`config.mk`:
```
export PLATFORM = sky130hd
export DESIGN_NAME = i2c_fifo
export DESIGN_NICKNAME = d
export VERILOG_FILES = /design/src/rtl/i2c_fifo_pkg.sv /design/src/rtl/i2c_fifo_mem.sv /design/src/rtl/i2c_fifo.sv
export SDC_FILE = /design/constraint.sdc
export NUM_CORES = 1
export LEC_CHECK = 0
export ABC_AREA = 1
export BUFFER_PORTS_ARGS = -buffer_cell sky130_fd_sc_hd__buf_4
export CELL_PAD_IN_SITES_DETAIL_PLACEMENT = 1
export CELL_PAD_IN_SITES_GLOBAL_PLACEMENT = 1
export CORE_ASPECT_RATIO = 1.2
export CORE_MARGIN = 8
export CORE_UTILIZATION = 25
export DETAILED_ROUTE_END_ITERATION = 8
export PLACE_DENSITY_LB_ADDON = 0.15
export REMOVE_ABC_BUFFERS = 1
export SLEW_MARGIN = 20
export SYNTH_ARGS = -nofsm -noshare
export SYNTH_HDL_FRONTEND = slang
export SYNTH_HIERARCHICAL = 1
export SYNTH_SLANG_ARGS = --single-unit
export TNS_END_PERCENT = 100
```
`constraint.sdc`:
```
create_clock -name PCLK -period 3.6 [get_ports PCLK]
set_input_delay 1.08 -clock PCLK [delete_from_list [all_inputs] [get_ports PCLK]]
set_output_delay 1.08 -clock PCLK [all_outputs]
set_load 0.05 [all_outputs]
```
`src/rtl/i2c_fifo_pkg.sv`:
```
// Shared definitions for the I2C controller FIFOs and the APB front-end.
//   I2C_DWIDTH     : data word width of the controller
//   I2C_FIFO_DEPTH : default FIFO depth
//   i2c_word_t     : one data word
//   fifo_level_w() : width of an occupancy count (0..depth inclusive)
package i2c_fifo_pkg;

    localparam int unsigned I2C_DWIDTH     = 32;
    localparam int unsigned I2C_FIFO_DEPTH = 8;

    typedef logic [I2C_DWIDTH-1:0] i2c_word_t;

    // Occupancy needs one extra bit so that a full FIFO (level == depth) is representable.
    function automatic int unsigned fifo_level_w(input int unsigned depth);
        return $clog2(depth) + 1;
    endfunction

endpackage

```
`src/rtl/i2c_fifo_mem.sv`:
```
// DEPTH x DWIDTH storage for i2c_fifo: registered write port, asynchronous read port.
//   clk      : write clock
//   we_i     : write enable
//   waddr_i  : write address
//   wdata_i  : write data
//   raddr_i  : read address
//   rdata_o  : read data (combinational from raddr_i)
// No reset and no control logic; contents are undefined until written.
module fifo_mem #(
    parameter int unsigned DWIDTH = 32,
    parameter int unsigned DEPTH  = 8,
    localparam int unsigned AW    = $clog2(DEPTH)
) (
    input  logic              clk,
    input  logic              we_i,
    input  logic [AW-1:0]     waddr_i,
    input  logic [DWIDTH-1:0] wdata_i,
    input  logic [AW-1:0]     raddr_i,
    output logic [DWIDTH-1:0] rdata_o
);

    logic [DWIDTH-1:0] mem_q [DEPTH];

    // Write port.
    always_ff @(posedge clk) begin
        if (we_i) begin
            mem_q[waddr_i] <= wdata_i;
        end
    end

    // Read port.
    assign rdata_o = mem_q[raddr_i];

endmodule

```
`src/rtl/i2c_fifo.sv`:
```
// Synchronous show-ahead FIFO between the APB front-end and the I2C core.
//   PCLK, PRESETn      : clock, asynchronous active-low reset
//   WR_EN, DATA_IN     : push request and pushed word
//   RD_EN, DATA_OUT    : pop request and head word (zero while EMPTY)
//   EMPTY, FULL        : occupancy extremes
//   ALMOST_FULL, LEVEL : LEVEL >= AF_LEVEL, current occupancy 0..DEPTH
//   OVERFLOW/UNDERFLOW : sticky rejected-push / rejected-pop flags
//   ERR_CLR            : synchronous clear of the sticky flags (a new error wins)
module i2c_fifo
    import i2c_fifo_pkg::*;
#(
    parameter int unsigned DWIDTH   = I2C_DWIDTH,
    parameter int unsigned DEPTH    = I2C_FIFO_DEPTH,
    parameter int unsigned AF_LEVEL = 6
) (
    input  logic                           PCLK,
    input  logic                           PRESETn,
    input  logic                           WR_EN,
    input  logic [DWIDTH-1:0]              DATA_IN,
    input  logic                           RD_EN,
    output logic [DWIDTH-1:0]              DATA_OUT,
    output logic                           EMPTY,
    output logic                           FULL,
    output logic                           ALMOST_FULL,
    output logic [fifo_level_w(DEPTH)-1:0] LEVEL,
    output logic                           OVERFLOW,
    output logic                           UNDERFLOW,
    input  logic                           ERR_CLR
);

    localparam int unsigned AW = $clog2(DEPTH);
    localparam int unsigned LW = fifo_level_w(DEPTH);

    // Elaboration-time parameter check.
    if ((DEPTH < 2) || ((DEPTH & (DEPTH - 1)) != 0)) begin : g_bad_depth
        $error("i2c_fifo: DEPTH must be a power of two and at least 2");
    end
    if ((AF_LEVEL < 1) || (AF_LEVEL > DEPTH)) begin : g_bad_af
        $error("i2c_fifo: AF_LEVEL must be in 1..DEPTH");
    end

    logic [LW-1:0]     wr_ptr_q, wr_ptr_d;
    logic [LW-1:0]     rd_ptr_q, rd_ptr_d;
    logic              ovf_q, ovf_d;
    logic              udf_q, udf_d;
    logic              empty_c, full_c;
    logic              push_ok_c, pop_ok_c;
    logic [LW-1:0]     level_c;
    logic [DWIDTH-1:0] rdata_c;

    // Status from the registered pointers; MSB is the wrap bit.
    assign empty_c = (wr_ptr_q == rd_ptr_q);
    assign full_c  = (wr_ptr_q[AW-1:0] == rd_ptr_q[AW-1:0]) && (wr_ptr_q[AW] != rd_ptr_q[AW]);
    assign level_c = wr_ptr_q - rd_ptr_q;

    // A push into a full FIFO is fine when a pop frees a slot at the same edge.
    assign pop_ok_c  = RD_EN && !empty_c;
    assign push_ok_c = WR_EN && (!full_c || pop_ok_c);

    // Next-state for pointers and sticky flags.
    always_comb begin
        wr_ptr_d = wr_ptr_q;
        rd_ptr_d = rd_ptr_q;
        ovf_d    = ovf_q && !ERR_CLR;
        udf_d    = udf_q && !ERR_CLR;
        if (push_ok_c) begin
            wr_ptr_d = wr_ptr_q + LW'(1);
        end
        if (pop_ok_c) begin
            rd_ptr_d = rd_ptr_q + LW'(1);
        end
        if (WR_EN && !push_ok_c) begin
            ovf_d = 1'b1;
        end
        if (RD_EN && empty_c) begin
            udf_d = 1'b1;
        end
    end

    // State registers.
    always_ff @(posedge PCLK or negedge PRESETn) begin
        if (!PRESETn) begin
            wr_ptr_q <= '0;
            rd_ptr_q <= '0;
            ovf_q    <= 1'b0;
            udf_q    <= 1'b0;
        end else begin
            wr_ptr_q <= wr_ptr_d;
            rd_ptr_q <= rd_ptr_d;
            ovf_q    <= ovf_d;
            udf_q    <= udf_d;
        end
    end

    fifo_mem #(
        .DWIDTH (DWIDTH),
        .DEPTH  (DEPTH)
    ) u_mem (
        .clk     (PCLK),
        .we_i    (push_ok_c),
        .waddr_i (wr_ptr_q[AW-1:0]),
        .wdata_i (DATA_IN),
        .raddr_i (rd_ptr_q[AW-1:0]),
        .rdata_o (rdata_c)
    );

    // Head word is masked while empty so stale storage never leaks out.
    assign DATA_OUT    = empty_c ? '0 : rdata_c;
    assign EMPTY       = empty_c;
    assign FULL        = full_c;
    assign LEVEL       = level_c;
    assign ALMOST_FULL = (level_c >= LW'(AF_LEVEL));
    assign OVERFLOW    = ovf_q;
    assign UNDERFLOW   = udf_q;

endmodule

```
==> results of run 1 <==
final cells by class:
| cell class | instances | area [um^2] |
|---|---|---|
| clock inverters | 20 | 141 |
| well taps | 630 | 788 |
| clock buffers | 34 | 787 |
| flip-flops and latches | 266 | 7940 |
| diodes | 1 | 2.50 |
| fillers | 5474 | 33600 |
| repair buffers | 99 | 935 |
| multi-input cells | 654 | 2800 |
| inverters | 307 | 1160 |
path summary, 6_finish.rpt:
check	slack, ns	cells after the start	from	to
max in group asynchronous	3.07	1	PRESETn	rd_ptr_q[0]
setup reg to reg	1.04	10	wr_ptr_q[0]	u_mem/mem_q[3][3]
hold reg to reg	0.53	2	OVERFLOW	OVERFLOW
min in group PCLK	0.53	2	OVERFLOW	OVERFLOW
setup / recovery	0.19	7	wr_ptr_q[0]	ALMOST_FULL
hold / removal	0.35	1	PRESETn	OVERFLOW
stage by stage:
stage	setup slack [ns]	hold slack (ns)	std cells	cell area, um^2
2_1_floorplan	-2.45	0.492	1227	11800
3_3_place_gp	0.646	0.517	1956	13600
3_5_place_dp	0.653	0.525	1956	13600
4_1_cts	0.0154	0.323	2010	14600
5_1_grt	0.0127	0.322	2010	14600
6_report	0.186	0.348	2011	14600
sequential cells by signal, summed over array words and instances (netlist names):
register     count
OVERFLOW         1
UNDERFLOW        1
rd_ptr_q         4
u_mem/mem_q    256
wr_ptr_q         4
cells in the mapped netlist:
cell	count
fa_1	1
buf_2	20
or2_2	1
edfxtp_1	256
nand2_2	3
a21oi_1	1
xor2_1	2
nand3b_1	1
ha_1	5
nand3_2	1
nor2_4	1
nand2_1	452
clkbuf_1	7
nand4_1	1
o21ai_0	2
inv_2	3
xnor2_1	2
nand3_1	138
buf_1	5
o22ai_1	1
nor2_1	42
inv_1	304
buf_6	14
buf_4	5
dfrtp_1	10
cell families after synthesis:
logic type / Yosys count
XOR/XNOR: 4
adder cells (fa/ha/maj): 6
buffers and inverters: 358
AND/OR/NAND/NOR: 640
flip-flops: 266
AO/OA/AOI/OAI: 4
layer usage:
layer / global-route usage / up-vias
met5: 0 / -
met4: 0.0295 / 0
met1: 0.141 / 4144
met2: 0.217 / 96
met3: 0.0171 / 32
li1: - / 4087
report_power, final:
part           total (W)  internal (W)  switching [W]
Combinational    0.00660       0.00186        0.00475
Sequential       0.00399       0.00384       0.000150
Clock            0.00291       0.00169        0.00122
Total             0.0135       0.00738        0.00612
repair_timing:
action | CTS | global route
buffers inserted | 0 | 0
gates resized for setup | 0 | 3
hold buffers | 0 | 0
setup endpoints to repair | 0 | 16
==> key figures, run 1 <==
Worst setup path
  • Worst path arrival time: 2.33 ns
  • Startpoint Class: register
  • CP peak stage delay: about 0.46 ns
  • Worst-path cell chain: inv_1 > ha_1 > fa_1 > xnor2_1 > nand2_1 > nand3_1 > buf_4
  • CP Class: register to output port
  • Crit path max fanout: 7
  • Worst path top cell family by delay: adder cells
  • CP endpoint kind: output port
  • Required time of the critical path: 2.52 ns
  • Buf+Inv Stages, Crit Path: 2
  • CP max-delay cell: dfrtp_1

STA
  • Final hold vios: 0
  • Slew headroom: 0.587
  • Worst-Margin Slew: 0.619 ns
  • Setup Viol. Count Final: 0
  • FMAX: around 0.29 GHz
  • Final Cycle Share: 0.948
  • Skew final: 0.0144 ns
  • RSZ-0062 raised after global routing: false
  • Setup total negative slack: 0 ns
  • Min cycle time layout: 3.41 ns
  • Slew Viols, Final: 0

Outcome
  • Run status: finished, final reports clean

Global routing
  • Largest net degree at the start of global routing: between 90 and 100
  • GR Overflow Total: 0
  • First-pass GRT wire length: 51200 um
  • GR Util All Layers: 0.118
  • Vias in the first global route: 8848
  • Initial antenna violation count: 1

Floorplanning
  • Cell Rows: 88
  • Core Region: 48100 um^2
  • Die H: 258 um
  • Chip Width: 217 um
  • Die Footprint: 56000 um^2
  • Top Ports: 78
  • Initial core utilization: 0.253

Pwr
  • Final Power: 0.0135 W
  • Power Density: 927 nW/um^2
  • Leakage power: 6.67 nW
  • Maximum vdd drop: 1290 uV

Logic synthesis
  • Share of the synthesized area in the top cell type: 0.631
  • Synth Area in Compound Gates: 0.00175
  • Sequential area share after synthesis: 0.652
  • Largest family of logic cells by synthesized area: simple AND/OR/NAND/NOR gates
  • Adder-cell share of the synthesized area: 0.00678
  • Yosys reg bits: 266
  • Cell taking the most area after synthesis: edfxtp_1
  • Cell count after synthesis: ~1.3k
  • Mux cell area share after synthesis: 0
  • Netlist Area Pre-Place: 12200 um^2
  • Yosys cell types: 25
  • Simple-Gate Fraction of Synth Area: 0.214
  • YS warnings: 6
  • Post-synthesis xor/xnor area fraction: 0.00288
  • Largest cells by area after synthesis: edfxtp_1 (63%), nand2_1 (14%), inv_1 (9.4%)
  • Avg Cell Area, Syn: 9.53 um^2

Cells and area
  • Leading cell types in the layout, fill and taps excluded: nand2_1 (452), inv_1 (303), edfxtp_1 (256)
  • Most common cell after layout, fill and taps aside: nand2_1
  • Area growth syn-to-layout: 19.6%
  • Final Net Count: roughly 1.4k
  • Utilization after layout: 0.303
  • Layout cells sized above 1: 0.115

Detailed routing
  • Routed Antenna Nets: 0
  • Drt first pass iters: 4
  • Routed met2 length: around 17000 um
  • Top Metal Used: met4
  • Final wirelength: between 30000 and 40000 um
  • DRC Markers: 0
  • Vias/cell: 4.16
  • Vias: 8359
  • Initial DRC Count: between 200 and 250
  • Detailed-route wire length on metal 1: 14600 um
  • Drt wl/cell: 16.5 um
  • Met3 WL: 1070 um

Clock tree
  • Sink Count: 266
  • Num CTS Buffers: 30
  • Clk_lat worst skew: 0.56 ns
  • Root Buffer: clkbuf_16
  • CTS tree: done
  • Bufs on Longest Clock Path: 3
  • Clock-pin slew on the worst setup and hold paths: 0.06 ns
  • H-tree levels: 1

Placed design
  • Final HPWL DP: 18500 um
  • Gpl congestion: 0.704
  • PortBufs: a little under 80

Hold path
  • Worst hold path type: input pin to async pin

Flow run
  • Maxcap violations: 0
(Power assumes the default switching activity.)
==> run 2: changes to the inputs <==
--- a/config.mk
+++ b/config.mk
@@ -14,6 +14,7 @@
 export CORE_UTILIZATION = 25
 export DETAILED_ROUTE_END_ITERATION = 8
 export PLACE_DENSITY_LB_ADDON = 0.15
+export RECOVER_POWER = 25
 export REMOVE_ABC_BUFFERS = 1
 export SLEW_MARGIN = 20
 export SYNTH_ARGS = -nofsm -noshare
==> run 2 against run 1 <==
  * Core utilization decreased by 0.16 points
  * Sequential power about the same
  * First-iteration DRC count grew 0.48%
  * Die area stayed put
  * Via count up 0.18%
  * Clock power is essentially flat
  * Critical path type unchanged
==> key figures, run 2 (same netlist as run 1, synthesis figures left out) <==
Floorplanning
  • Core Region: 48100 um^2 (unchanged)
  • Initial core utilization: 0.253 (unchanged)
  • Die H: 258 um (unchanged)
  • Chip Width: 217 um (unchanged)
  • Cell Rows: 88 (unchanged)
  • Top Ports: 78 (unchanged)
  • Die Footprint: 56000 um^2 (unchanged)

Clock tree
  • Bufs on Longest Clock Path: 3 (unchanged)
  • Cts hold-fix bufs: 0 (unchanged)
  • Root Buffer: clkbuf_16
  • Clock-pin slew on the worst setup and hold paths: 0.06 ns (about the same)
  • Clk_lat worst skew: 0.56 ns (about the same)
  • Sink Count: 266 (unchanged)
  • CTS tree: done
  • H-tree levels: 1 (unchanged)
  • Num CTS Buffers: 30 (unchanged)

Detailed routing
  • Vias/cell: 4.16 (+0.13%)
  • Routed Antenna Nets: 0 (unchanged)
  • Drt first pass iters: 4 (unchanged)
  • Final wirelength: 33300 um (about the same)
  • Vias: 8374 (+0.18%)
  • DRC Markers: 0 (unchanged)
  • Initial DRC Count: 210 (+0.48%)
  • Drt wl/cell: 16.5 um (about the same)

Placed design
  • Final HPWL DP: 18500 um (unchanged)
  • Pre-CTS setup slack: 0.653 ns (unchanged)
  • Placed inst area: 13600 um^2 (unchanged)
  • Gpl congestion: 0.704 (unchanged)
  • Placed Cells: 1956 (unchanged)
  • PortBufs: 77 (unchanged)

Worst setup path
  • Crit path max fanout: 29 (+22)
  • FF-to-FF setup slack: 1.04 ns (about the same)
  • RR Endpoint: u_mem/mem_q[3][3]
  • Startpoint Class: register
  • Required time of the critical path: 2.52 ns (about the same)
  • Start point of the critical path: rd_ptr_q[1]
  • CP Class: register to output port
  • Worst r2r src: wr_ptr_q[0]
  • Worst reg2reg path depth: 10 (unchanged)
  • CP endpoint kind: output port
  • Worst path arrival time: 2.34 ns (about the same)

STA
  • Skew final: 0.0164 ns (+0.00206 ns)
  • Final Cycle Share: 0.951 (+0.00237)
  • Min cycle time layout: 3.42 ns (+0.00855 ns)
  • Slew headroom: 0.557 (-0.0308)
  • Slew Viols, Final: 0 (unchanged)
  • Final hold vios: 0 (unchanged)
  • FMAX: 0.292 GHz (-0.25%)
  • Worst Setup Slack, final: 0.177 ns (-0.00855 ns)
  • Worst-Margin Slew: 0.665 ns (+0.0462 ns)
  • Setup Viol. Count Final: 0 (unchanged)
  • RSZ-0062 raised after global routing: false
  • Worst hold margin: 0.523 ns (+0.175 ns)

Cells and area
  • Most flops, register: u_mem/mem_q
  • Fill cells: 5491 (+0.31%)
  • Largest register FFs: 256 (unchanged)
  • Largest regs: u_mem/mem_q x256, rd_ptr_q x4, wr_ptr_q x4
  • Leading cell types in the layout, fill and taps excluded: nand2_1 (452), inv_1 (303), edfxtp_1 (256)
  • Utilization after layout: 0.301 (-0.00159)
  • Multi-input logic area: 2800 um^2 (unchanged)
  • Area growth syn-to-layout: 19.0%
  • Final Net Count: 1401 (unchanged)
  • Register Area: 7940 um^2 (unchanged)
  • Most common cell after layout, fill and taps aside: nand2_1
  • Layout cells sized above 1: 0.100 (-0.0152)
  • Non-Filler Instances: 2012 (+0.050%)
  • Post-route cell area: 14500 um^2 (-0.52%)

Global routing
  • GRT met2 Usage: 0.217 (unchanged)
  • GR Util All Layers: 0.118 (unchanged)
  • Top Usage Layer GRT: met2
  • Largest net degree at the start of global routing: 91 (unchanged)
  • Vias in the first global route: 8848 (unchanged)
  • Initial antenna violation count: 3 (+2)
  • Met3 Usage GRT: 0.0171 (unchanged)
  • Met1 Resource Use GR: 0.141 (unchanged)
  • First-pass GRT wire length: 51200 um (unchanged)
  • GR Overflow Total: 0 (unchanged)

Pwr
  • Leakage power: 6.59 nW (-1.1%)
  • Power Density: 932 nW/um^2 (+0.49%)
  • Maximum vdd drop: 1290 uV (+0.40%)

Flow run
  • Maxcap violations: 0 (unchanged)

Hold path
  • Worst hold path type: input pin to async pin

Outcome
  • Run status: finished, final reports clean
-- run 2: cell types whose count changed in the layout (fill, tap and decap cells not counted), sizes merged --
cell and delta:
diode +1, buf -21, clkbuf +21
-- run 2: report_power, final --
group | internal, W | switching (W) | total [W] | leakage [nW]
registers | 0.00384 | 0.000150 | 0.00399 | 2.45
logic | 0.00185 | 0.00475 | 0.00659 | 3.69
clock network | 0.00169 | 0.00122 | 0.00292 | 0.451
-- run 2: how the worst max path moves through the flow --
stage                         to  slack (ns)
finish               DATA_OUT[7]        0.18
global route        DATA_OUT[21]        0.01
CTS                 DATA_OUT[21]        0.02
detailed placement  DATA_OUT[21]        0.65
global placement    DATA_OUT[21]        0.65
floorplan           DATA_OUT[30]       -2.45
-- run 2: critical path, cell delays in order, from the launching register on --
cell and delay (ns):
dfrtp_2 0.47, clkinv_2 0.26, buf_12 0.26, nand3_1 0.11, nand2_1 0.07, nand2_1 0.05, nand2_1 0.07, inv_1 0.04
nor2_1 0.21, buf_4 0.25
-- run 2: timing repair --
item | in CTS | in global routing
buffers inserted | 0 | 0
setup endpoints to repair | 0 | 16
gates resized for setup | 0 | 3
hold endpoints to repair | 0 | 0
-- run 2: metal layers --
metal / wire [um] / vias up / share of wire
met2: 17100 / 89 / 0.51
met1: 14600 / 4161 / 0.44
li1: - / 4087 / -
met5: 12 / - / 0.00036
met4: 552 / 2 / 0.017
met3: 1040 / 35 / 0.031
-- run 2: through the flow --
stage | setup TNS (ns) | power, W
4_1_cts | 0 | 0.0138
3_5_place_dp | 0 | 0.0109
2_1_floorplan | -553.76 | 0.00835
3_3_place_gp | 0 | 0.0108
6_report | 0 | 0.0135
5_1_grt | 0 | 0.0144
-- run 2: layout make-up --
cell class	instances	area share
Antenna cell	2	0.000346
Clock buffer	34	0.0543
Clock inverter	20	0.00976
Inverter	307	0.0800
Multi-Input combinational cell	654	0.194
Sequential cell	266	0.548
Tap cell	630	0.0544
Timing Repair Buffer	99	0.0591
==> run 3: changes to the inputs <==
--- a/config.mk
+++ b/config.mk
@@ -6,7 +6,7 @@
 export NUM_CORES = 1
 export LEC_CHECK = 0
 export ABC_AREA = 1
-export BUFFER_PORTS_ARGS = -buffer_cell sky130_fd_sc_hd__buf_4
+export BUFFER_PORTS_ARGS = -buffer_cell sky130_fd_sc_hd__buf_2
 export CELL_PAD_IN_SITES_DETAIL_PLACEMENT = 1
 export CELL_PAD_IN_SITES_GLOBAL_PLACEMENT = 1
 export CORE_ASPECT_RATIO = 1.2
==> run 3 against run 2 <==
  * Fmax is 1.1% lower
  * Sequential share of layout area grew 0.52 points
  * Critical path depth decreased by 3
  * Sequential power about the same
  * Critical path type unchanged
==> key figures, run 3 (same netlist as run 1, synthesis figures left out) <==
Hold path
  • Worst hold path type: input pin to async pin

Cells and area
  • Leading cell types in the layout, fill and taps excluded: nand2_1 (452), inv_1 (303), edfxtp_1 (256)
  • Non-Filler Instances: 2013 (+0.050%)
  • Largest regs: u_mem/mem_q x256, rd_ptr_q x4, wr_ptr_q x4
  • Area growth syn-to-layout: 17.9%
  • Utilization after layout: 0.298 (-0.00283)
  • Largest register FFs: 256 (unchanged)
  • Inserted Diodes: 0 (-2)
  • Final Net Count: 1402 (+0.071%)
  • Most common cell after layout, fill and taps aside: nand2_1
  • Most flops, register: u_mem/mem_q
  • Fill cells: 5477 (-0.25%)
  • Layout cells sized above 1: 0.102 (+0.00195)

Placed design
  • Gpl congestion: 0.726 (+3.1%)
  • Final HPWL DP: 18400 um (-0.47%)
  • Pre-CTS setup slack: 0.531 ns (-0.122 ns)
  • Placed Cells: 1956 (unchanged)
  • PortBufs: 77 (unchanged)

Global routing
  • Met3 Usage GRT: 0.0184 (+0.00129)
  • GRT met2 Usage: 0.206 (-0.0110)
  • GR Overflow Total: 0 (unchanged)
  • Initial antenna violation count: 3 (unchanged)
  • First-pass GRT wire length: 51800 um (+1.1%)
  • Largest net degree at the start of global routing: 55 (-40%)
  • Vias in the first global route: 8704 (-1.6%)
  • GR Util All Layers: 0.119 (+0.00176)
  • Top Usage Layer GRT: met2
  • Met1 Resource Use GR: 0.154 (+0.0132)

Worst setup path
  • RR Endpoint: u_mem/mem_q[0][0]
  • Worst path arrival time: 2.38 ns (+0.04 ns)
  • Startpoint Class: register
  • Worst r2r src: wr_ptr_q[2]
  • Worst reg2reg path depth: 9 (-1)
  • Required time of the critical path: 2.52 ns (about the same)
  • Crit path max fanout: 11 (-62%)
  • FF-to-FF setup slack: 0.98 ns (-0.06 ns)
  • CP endpoint kind: output port
  • CP Class: register to output port

STA
  • Setup Viol. Count Final: 0 (unchanged)
  • Worst Setup Slack, final: 0.141 ns (-0.0367 ns)
  • Final Cycle Share: 0.961 (+0.0102)
  • Slew Viols, Final: 0 (unchanged)
  • Slew headroom: 0.565 (+0.00784)
  • Worst-Margin Slew: 0.653 ns (-0.0118 ns)
  • FMAX: 0.289 GHz (-1.1%)
  • Final hold vios: 0 (unchanged)
  • Min cycle time layout: 3.46 ns (+0.0367 ns)
  • RSZ-0062 raised after global routing: false
  • Skew final: 0.0168 ns (+0.000381 ns)

Clock tree
  • Clk_lat worst skew: 0.56 ns (about the same)
  • CTS tree: done
  • Cts hold-fix bufs: 0 (unchanged)
  • Sink Count: 266 (unchanged)
  • Clock-pin slew on the worst setup and hold paths: 0.06 ns (about the same)
  • Bufs on Longest Clock Path: 3 (unchanged)
  • H-tree levels: 1 (unchanged)
  • Num CTS Buffers: 30 (unchanged)
  • Root Buffer: clkbuf_16

Detailed routing
  • Vias: 8242 (-1.6%)
  • Final wirelength: 33300 um (+0.17%)
  • Routed Antenna Nets: 0 (unchanged)
  • DRC Markers: 0 (unchanged)
  • Drt wl/cell: 16.6 um (+0.12%)
  • Initial DRC Count: 267 (+27%)
  • Drt first pass iters: 4 (unchanged)
  • Vias/cell: 4.09 (-1.6%)

Floorplanning
  • Chip Width: 217 um (unchanged)
  • Cell Rows: 88 (unchanged)
  • Initial core utilization: 0.253 (unchanged)
  • Die Footprint: 56000 um^2 (unchanged)
  • Die H: 258 um (unchanged)
  • Core Region: 48100 um^2 (unchanged)
  • Top Ports: 78 (unchanged)

Pwr
  • Internal power: 0.00709 W (-3.9%)
  • Comb pwr share: 0.480 (-0.009)
  • Power Density: 921 nW/um^2 (-1.1%)
  • Maximum vdd drop: 1150 uV (-11%)
  • Sw power: 0.00613 W (+0.15%)
  • Clock network power share: 0.216 (about the same)
  • Reg power frac: 0.304 (+0.009)
  • Leakage power: 6.57 nW (-0.36%)
  • Switching share of power: 0.464 (+0.0103)

Outcome
  • Run status: finished, final reports clean

Flow run
  • Maxcap violations: 0 (unchanged)
run 3: cell count changes in the layout (fill, tap and decap cells not counted), sizes merged:
cell	delta
clkinvlp	-1
bufinv	-1
diode	-2
clkbuf	+6
inv	+2
buf	-3
run 3: worst max-delay path by stage:
stage                start      endpoint  slack [ns]  depth (start not counted)
3_3_place_gp   rd_ptr_q[0]   ALMOST_FULL        0.56                          6
3_5_place_dp   rd_ptr_q[0]   ALMOST_FULL        0.53                          6
4_1_cts        rd_ptr_q[0]   ALMOST_FULL        0.03                          6
6_report       rd_ptr_q[0]   ALMOST_FULL        0.14                          6
2_1_floorplan  rd_ptr_q[0]  DATA_OUT[30]       -2.45                          8
5_1_grt        rd_ptr_q[1]  DATA_OUT[29]      0.0002                          8
run 3: final cells by class:
cell class / count / area [um^2] / area share
Timing Repair Buffer: 100 / 739 / 0.0515
Inverter: 307 / 1150 / 0.0805
Clock inverter: 20 / 115 / 0.00802
Tap cell: 630 / 788 / 0.0549
Sequential cell: 266 / 7940 / 0.554
Clock buffer: 36 / 795 / 0.0554
Multi-Input combinational cell: 654 / 2810 / 0.196
run 3: what timing repair did:
item / CTS / global route
endpoints found under the setup margin: 7 / 4
cloned: 0 / 0
resized for setup: 2 / 5
setup buffers: 1 / 0
run 3: critical path: stages (launching register included):
cell	delay, ns
dfrtp_4	0.59
ha_1	0.25
fa_1	0.41
xnor2_2	0.20
nand2_1	0.08
nand3_1	0.09
buf_4	0.20
run 3: stage by stage:
| step | hold slack [ns] | instance area (um^2) | power [W] | setup TNS, ns |
|---|---|---|---|---|
| after floorplan | 0.492 | 11800 | 0.00835 | -553.76 |
| after global placement | 0.510 | 13400 | 0.0105 | 0 |
| after detailed placement | 0.536 | 13400 | 0.0106 | 0 |
| after CTS | 0.353 | 14400 | 0.0135 | 0 |
| after global routing | 0.531 | 14300 | 0.0142 | 0 |
| final | 0.515 | 14300 | 0.0132 | 0 |
run 3: power groups by stage:
stage          Combinational, W  Sequential [W]  Clock [W]
6_report                0.00635         0.00401    0.00285
5_1_grt                 0.00703         0.00406    0.00307
4_1_cts                 0.00653         0.00402    0.00298
3_5_place_dp            0.00645         0.00410          0
3_3_place_gp            0.00641         0.00409          0
2_1_floorplan           0.00408         0.00427          0
run 3: metal layers:
| metal | vias up | share of wire |
|---|---|---|
| li1 | 4092 | - |
| met1 | 4007 | 0.47 |
| met2 | 97 | 0.48 |
| met3 | 40 | 0.031 |
| met4 | 6 | 0.018 |
| met5 | - | 0.0010 |
